===== src/rtl/fifo_sync_flex.sv =====
// rtl/fifo_sync_flex.sv - synchronous FIFO with FWFT/registered read, fill level, thresholds, flush and sticky error flags
module fifo_sync_flex #(
  parameter int DATA_WIDTH    = 8,
  parameter int ADDR_BITS     = 4,
  parameter int FWFT          = 0,
  parameter int AFULL_THRESH  = (2 ** ADDR_BITS) - 4,
  parameter int AEMPTY_THRESH = 2
) (
  input  logic                  clk_i,
  input  logic                  reset_i,
  input  logic                  flush_i,
  input  logic                  clr_flags_i,
  input  logic [DATA_WIDTH-1:0] data_in,
  input  logic                  w_en,
  input  logic                  r_en,
  output logic [DATA_WIDTH-1:0] data_out,
  output logic                  data_valid,
  output logic                  fifo_full,
  output logic                  fifo_empty,
  output logic                  almost_full,
  output logic                  almost_empty,
  output logic [ADDR_BITS:0]    count,
  output logic                  overflow,
  output logic                  underflow
);

  localparam int DEPTH = 2 ** ADDR_BITS;
  localparam logic [ADDR_BITS:0] DEPTH_C  = (ADDR_BITS + 1)'(DEPTH);
  localparam logic [ADDR_BITS:0] AFULL_C  = (ADDR_BITS + 1)'(AFULL_THRESH);
  localparam logic [ADDR_BITS:0] AEMPTY_C = (ADDR_BITS + 1)'(AEMPTY_THRESH);

  logic [DATA_WIDTH-1:0] mem [DEPTH];

  logic [ADDR_BITS-1:0] w_ptr_q, w_ptr_d;
  logic [ADDR_BITS-1:0] r_ptr_q, r_ptr_d;
  logic [ADDR_BITS:0]   count_q, count_d;
  logic                 overflow_q, overflow_d;
  logic                 underflow_q, underflow_d;
  logic                 wr_acc, rd_acc;

  // Status decoded from the registered count so all flags move together with it.
  assign fifo_full    = (count_q == DEPTH_C);
  assign fifo_empty   = (count_q == '0);
  assign almost_full  = (count_q >= AFULL_C);
  assign almost_empty = (count_q <= AEMPTY_C);
  assign count        = count_q;
  assign overflow     = overflow_q;
  assign underflow    = underflow_q;

  // Flush masks both requests; a write while full or read while empty is never accepted.
  assign wr_acc = w_en & ~fifo_full  & ~flush_i;
  assign rd_acc = r_en & ~fifo_empty & ~flush_i;

  // Next-state for pointers, fill level and sticky flags (set beats clear).
  always_comb begin
    w_ptr_d     = w_ptr_q;
    r_ptr_d     = r_ptr_q;
    count_d     = count_q;
    overflow_d  = overflow_q;
    underflow_d = underflow_q;
    if (flush_i) begin
      w_ptr_d = '0;
      r_ptr_d = '0;
      count_d = '0;
    end else begin
      if (wr_acc) w_ptr_d = w_ptr_q + 1'b1;
      if (rd_acc) r_ptr_d = r_ptr_q + 1'b1;
      case ({wr_acc, rd_acc})
        2'b10:   count_d = count_q + 1'b1;
        2'b01:   count_d = count_q - 1'b1;
        default: count_d = count_q;
      endcase
    end
    if (clr_flags_i) begin
      overflow_d  = 1'b0;
      underflow_d = 1'b0;
    end
    if (w_en & fifo_full  & ~flush_i) overflow_d  = 1'b1;
    if (r_en & fifo_empty & ~flush_i) underflow_d = 1'b1;
  end

  // Control state register with asynchronous reset.
  always_ff @(posedge clk_i or posedge reset_i) begin
    if (reset_i) begin
      w_ptr_q     <= '0;
      r_ptr_q     <= '0;
      count_q     <= '0;
      overflow_q  <= 1'b0;
      underflow_q <= 1'b0;
    end else begin
      w_ptr_q     <= w_ptr_d;
      r_ptr_q     <= r_ptr_d;
      count_q     <= count_d;
      overflow_q  <= overflow_d;
      underflow_q <= underflow_d;
    end
  end

  // Storage array; contents intentionally survive reset.
  always_ff @(posedge clk_i) begin
    if (wr_acc) mem[w_ptr_q] <= data_in;
  end

  if (FWFT != 0) begin : g_fwft
    // Head word is always presented; valid whenever something is stored.
    assign data_out   = mem[r_ptr_q];
    assign data_valid = ~fifo_empty;
  end else begin : g_reg
    logic [DATA_WIDTH-1:0] rdata_q, rdata_d;
    logic                  valid_q, valid_d;

    // Output register loads on an accepted read, otherwise holds; valid pulses for one cycle.
    always_comb begin
      rdata_d = rdata_q;
      valid_d = rd_acc;
      if (rd_acc) rdata_d = mem[r_ptr_q];
    end

    // Read data register with asynchronous reset.
    always_ff @(posedge clk_i or posedge reset_i) begin
      if (reset_i) begin
        rdata_q <= '0;
        valid_q <= 1'b0;
      end else begin
        rdata_q <= rdata_d;
        valid_q <= valid_d;
      end
    end

    assign data_out   = rdata_q;
    assign data_valid = valid_q;
  end

endmodule


===== config.mk =====
export PLATFORM = sky130hd
export DESIGN_NAME = fifo_sync_flex
export DESIGN_NICKNAME = d
export VERILOG_FILES = /design/src/rtl/fifo_sync_flex.sv
export SDC_FILE = /design/constraint.sdc
export NUM_CORES = 1
export LEC_CHECK = 0
export BUFFER_PORTS_ARGS = -buffer_cell sky130_fd_sc_hd__buf_2
export CAP_MARGIN = 20
export CORE_MARGIN = 1
export CORE_UTILIZATION = 35
export CTS_CLUSTER_SIZE = 8
export DETAILED_ROUTE_END_ITERATION = 8
export HOLD_SLACK_MARGIN = 0.08
export PLACE_DENSITY = 0.54
export SLEW_MARGIN = 25
export SYNTH_ARGS = -nofsm -noshare
export SYNTH_HDL_FRONTEND = slang
export SYNTH_SLANG_ARGS = --single-unit
export TNS_END_PERCENT = 20

===== constraint.sdc =====
create_clock -name clk_i -period 2.95 [get_ports clk_i]
set_clock_uncertainty 0.1 [all_clocks]
set_input_delay 0.1475 -clock clk_i [delete_from_list [all_inputs] [get_ports clk_i]]
set_output_delay 0.1475 -clock clk_i [all_outputs]
set_load 0.05 [all_outputs]

== Yosys cells after proc, flatten, opt, wreduce, memory -nomap -nowiden ==
Memory sizes are Yosys's and may differ from the RTL's. A register that Yosys moved wholly into a read port is not among the register bits.
Index checks and enable logic that the tools add are counted.

* Bits of input ports: 14
* Memories kept: 1
* RAM bits: 128
* Register bits after elaboration: 16

* Reductions and logical operators: 6
* Add/sub/neg operators: 4
* Bitwise logic cells: 11
* Order comparisons: 2
* Eq/ne operators: 3
* Mux-type cells: 11

{| class="wikitable"
|+ Memories
! memory !! depth !! width !! read ports !! clocked after Yosys merged registers in !! write ports !! RTL line !! text
|-
| mem || 16 || 8 || 1 || 1 || 1 || 32 || <nowiki>logic [DATA_WIDTH-1:0] mem [DEPTH];</nowiki>
|}

{| class="wikitable"
|+ Operators by type and width
! operator !! count
|-
| 2-to-1 mux 4 bit || 4
|-
| case mux 5 bit (2 select lines) || 1
|-
| adder 4 x 1 -> 4 bit (second input constant) || 2
|-
| bitwise AND 1 bit || 8
|-
| nonzero test 2 bit || 4
|-
| adder 5 x 1 -> 5 bit (second input constant) || 1
|-
| equality test 5 bit (second input constant) || 1
|-
| >= comparator 5 x 4 -> 1 bit (second input constant) || 1
|-
| less-or-equal comparator 5 x 2 -> 1 bit (second input constant) || 1
|-
| logical NOT 5 bit || 1
|-
| 2-to-1 mux 1 bit || 5
|-
| 2-to-1 mux 5 bit || 1
|-
| subtractor 5 x 1 -> 5 bit (second input constant) || 1
|-
| inverter 1 bit || 3
|-
| nonzero test 3 bit || 1
|-
| equality test 2 x 1 -> 1 bit (second input constant) || 1
|-
| equality test 2 bit (second input constant) || 1
|}

== Logic depth before layout (Yosys ltp) ==
* Depth in word-level cells: 7
* Mapped depth: 12
* Mapped depth without buffers: 10

== Least setup slack after synthesis ==
Ideal clock, no wire load.

* Kind: reg-to-output
* From: register count_q[2] (netlist: count[2])
* To: output almost_empty
* Slack: -576 ps
* Stages on the path, launching flop included: 3
* Arrival: 3,278 ps
* Path through: dfrtp_1 -> buf_2 -> a2111oi_0

* Word-level cells in the longest chain between the ends: 1

{| class="wikitable"
|+ Ends and longest elaborated chain
! element !! RTL line !! text
|-
| start: declaration || 36 || <nowiki>logic [ADDR_BITS:0] count_q, count_d;</nowiki>
|-
| start signal: assignment || 93 || <nowiki>count_q <= count_d;</nowiki>
|-
| less-or-equal comparator 5 x 2 -> 1 bit || 45 || <nowiki>assign almost_empty = (count_q <= AEMPTY_C);</nowiki>
|-
| end: declaration || 21 || <nowiki>output logic almost_empty,</nowiki>
|}

Every way passes these cells.

== Worst setup path after layout ==
* From: register count_q[3] (netlist: count[3])
* To: register count_q[4] (netlist: count[4])

* Word-level cells in the longest chain between the ends: 7
* Elaborated cells between the ends (all ways): 15
* Classes of those cells: add/sub (2); eq/ne (3); mux (2); bitwise (6); reduce/logical (2)

{| class="wikitable"
|+ Ends and longest elaborated chain
! element !! RTL line !! text
|-
| equality test 5 bit or logical NOT 5 bit (tied branches) || 42, 43 ||
|-
| inverter 1 bit, on equally long branches || 51, 52 ||
|-
| bitwise AND 1 bit, on equally long branches (2 in a row) || 51, 52 ||
|-
| equality test 2 x 1 -> 1 bit or equality test 2 bit (tied branches) || 68 || <nowiki>case ({wr_acc, rd_acc})</nowiki>
|-
| case mux 5 bit (2 select lines) || 68 ||
|-
| 2-to-1 mux 5 bit || 61 || <nowiki>if (flush_i) begin</nowiki>
|}

Several ways; a longest one is shown, not always the timed one.
A chain may end at the register's enable or synchronous reset.

==> results.md <==
- Final worst slack: 51.44 ps
- Via count: 3373
- Main flop type after synthesis: edfxtp_1
- Mapped Cells: 354
- Worst R2R Setup Slack: 50 ps
- R2r endpoint: count[4]
- Post-synth ARST share: 15.79%
- Antenna cell count: 0
- Tmin final: 2899 ps
- Maxcap violations: 0
- Post-DRT Antenna Nets: 0
- First-pass GRT wire length: 19590 um
- Detailed Routing Iterations Pass 1: 4
- Gpl congestion: 0.8490
- Worst slew pin tran: 963.4 ps
- Status: finished, final reports clean
- Arrival time worst endpoint: 3150 ps
- CP max stage delay: 570 ps
- Initial antenna violation count: 0
- Layout cells sized above 1: 32.13%
- Bufs on Longest Clock Path: 2
- DP HPWL: 8223 um
- Mean Syn Cell Area: 17.68 um2
- Crit path cell chain: or4_4 > o21ai_4 > nor2_2 > xor2_1 > ha_1 > or3_2 > a21oi_2 > nor3_1 > or4_1 > a21oi_2
- Worst slew margin relative to its limit: 35.53%
- Pin count of the biggest net entering global routing: 35
- CTS tree: done
- DRC Markers: 0
- Routed WL: 12910 um
- Setup violations, final: 0
- Syn-to-layout area delta: 21.83%
- Net Count, Synth: 375
- Worst reg-to-reg path cell count: 10
- Synth Cell Area: 6259 um2
- Boundary Pins: 34
- Post-place setup slack: -8.152 ps
- Slowest cell on the critical path: or4_4
- Crit path buffers/inverters: 0
- Vias in the first global route: 3455
- Final cycle utilization of the critical path: 98.26%
- Total GRT Usage: 15.25%
- Fin nets: 453
- Most common cell after layout, fill and taps aside: edfxtp_1
- Vias per cell: 5.034
- Warnings, synthesis: 0
- Top achievable clock speed: 345.0 MHz
- Die W: 135.7 um
- Max IR drop VDD: 578.2 uV
- CP top delay family: simple AND/OR/NAND/NOR gates
- Chip height: 135.7 um
- Total CTS buffers: 17
- Initial DRC Count: 288
- Final hold vios: 0
- Htree depth: 4
- WS Path Type: reg2reg
- Most used cell, CP: a21oi_2
- Pleak: 0.002637 uW
- Clock slew at reported path FFs: 60 ps
- Critical R2R Launch: count[3]
- Grt total ovfl: 0
- Max Slew Vio Count: 0
- Startpoint types: flip-flop
- Cell variety after synth: 45
- Die area: 18420 um2
- Avg WL per Cell: 19.27 um
- I/O Buffers: 33
- Worst-path fanout max: 3
- TNS Setup: 0 ps
- Synth Register Bits: 152
- Clock Latency Late Sink: 420 ps
- Initial Util: 36.06%
- HP Class: in2async
- P per Cell Area: 852.9 nW/um2
- Register area share after synthesis: 71.01%
- Number of synthesized flops with an enable pin: 128
- Row count: 48
- Area of the core: 17360 um2
- Most frequent cells in the layout: edfxtp_1 (128), buf_2 (33), mux4_2 (32)
- Clk sinks: 152
- Clk Tree Root Cell: clkbuf_16
- Fillers: 1518
- CP endpoint kind: flip-flop
- Critical Path RT: 3200 ps
metrics by stage:
step / instances / area, um2 / total power (uW) / util, % / hold WS [ps]
2_1_floorplan: 354 / 6260 / 3825 / - / 62.12
3_3_place_gp: 616 / 6787 / 4243 / 39.10 / 260.4
3_5_place_dp: 616 / 6788 / 4261 / 39.11 / 270.0
4_1_cts: 666 / 7580 / 6525 / 43.67 / 413.5
5_1_grt: 670 / 7625 / 6780 / 43.93 / 269.8
6_report: 670 / 7625 / 6503 / 43.93 / 209.3
logic make-up (layout without fill, tap and decap cells):
group           Yosys count  after routing  share of synthesized area (%)
compound gates           30             30                          3.699
buf+inv                  29            120                          2.359
simple gates             78             78                          5.998
fa+ha+maj                 8              8                          1.559
mux                      50             50                          14.39
xor+xnor                  7              7                         0.9796
flops                   152            152                          71.01
flip-flops by register name (all words and copies together) (netlist names):
register,flops
mem,128
data_out,8
count,5
r_ptr_q,4
w_ptr_q,4
data_valid,1
overflow,1
underflow,1
Yosys cell counts, types with 2 or more instances:
cell type / instances / area, um2
inv_1: 8 / 30.03
edfxtp_1: 128 / 3844
nand2b_1: 5 / 31.28
xor2_1: 6 / 52.55
nor4_1: 2 / 12.51
nor2b_1: 2 / 12.51
o22ai_1: 2 / 12.51
buf_1: 2 / 7.510
nand3_1: 3 / 15.01
nand2_1: 17 / 63.81
buf_2: 4 / 20.02
clkbuf_1: 9 / 33.78
nor3_1: 6 / 30.03
nor2_1: 32 / 120.1
mux4_2: 32 / 720.7
mux2i_1: 18 / 180.2
a221oi_1: 9 / 78.83
ha_1: 7 / 87.58
dfrtp_1: 24 / 600.6
a21oi_1: 7 / 35.03
o21ai_0: 2 / 10.01
a2111oi_0: 2 / 17.52
buf_6: 4 / 45.04
or2_2: 2 / 12.51
worst max-delay path by stage:
stage / startpoint / end / cells after the start
after global placement: count[2] / count[4] / 10
after global routing: count[3] / count[4] / 10
after detailed placement: count[2] / count[4] / 10
after floorplan: count[1] / count[4] / 12
after CTS: count[0] / count[4] / 10
final: count[3] / count[4] / 10
area by class of cell:
class	count	area (um2)	share of cell area (%)
flip-flops and latches	152	4448	58.34
multi-input cells	173	1684	22.09
clock inverters	11	143.9	1.887
inverters	9	33.78	0.4431
repair buffers	79	563.0	7.384
clock buffers	21	470.5	6.170
well taps	225	281.5	3.692
report_power, final:
part           internal [uW]  switching (uW)
clock                   1400             825
combinational            676            1060
sequential              2450            91.4
total                   4530            1980
timing repair:
item / 4_1_cts / 5_1_grt
setup buffers: 2 / 4
hold buffers: 16 / 0
endpoints found under the hold margin: 165 / 0
resized for setup: 1 / 4
pin swaps: 1 / 4
gates cloned: 0 / 0
endpoints found under the setup margin: 1 / 1
worst reg2reg max path: cells and delay by family, from the launching register on:
family | cells | cell delay, ps
adder cells (fa/ha/maj) | 1 | 200
AO/OA/AOI/OAI | 3 | 440
flip-flops | 1 | 400
XOR/XNOR | 1 | 150
AND/OR/NAND/NOR | 5 | 1540
per-layer routing:
layer	up-vias	part of all wire, %	GRT usage [%]
li1	1549	-	-
met1	1720	42	18.65
met2	87	51	25.57
met3	17	5.0	3.105
met4	0	1.9	7.678
met5	-	0	0
No activity file was read; power rests on OpenSTA's default activity.
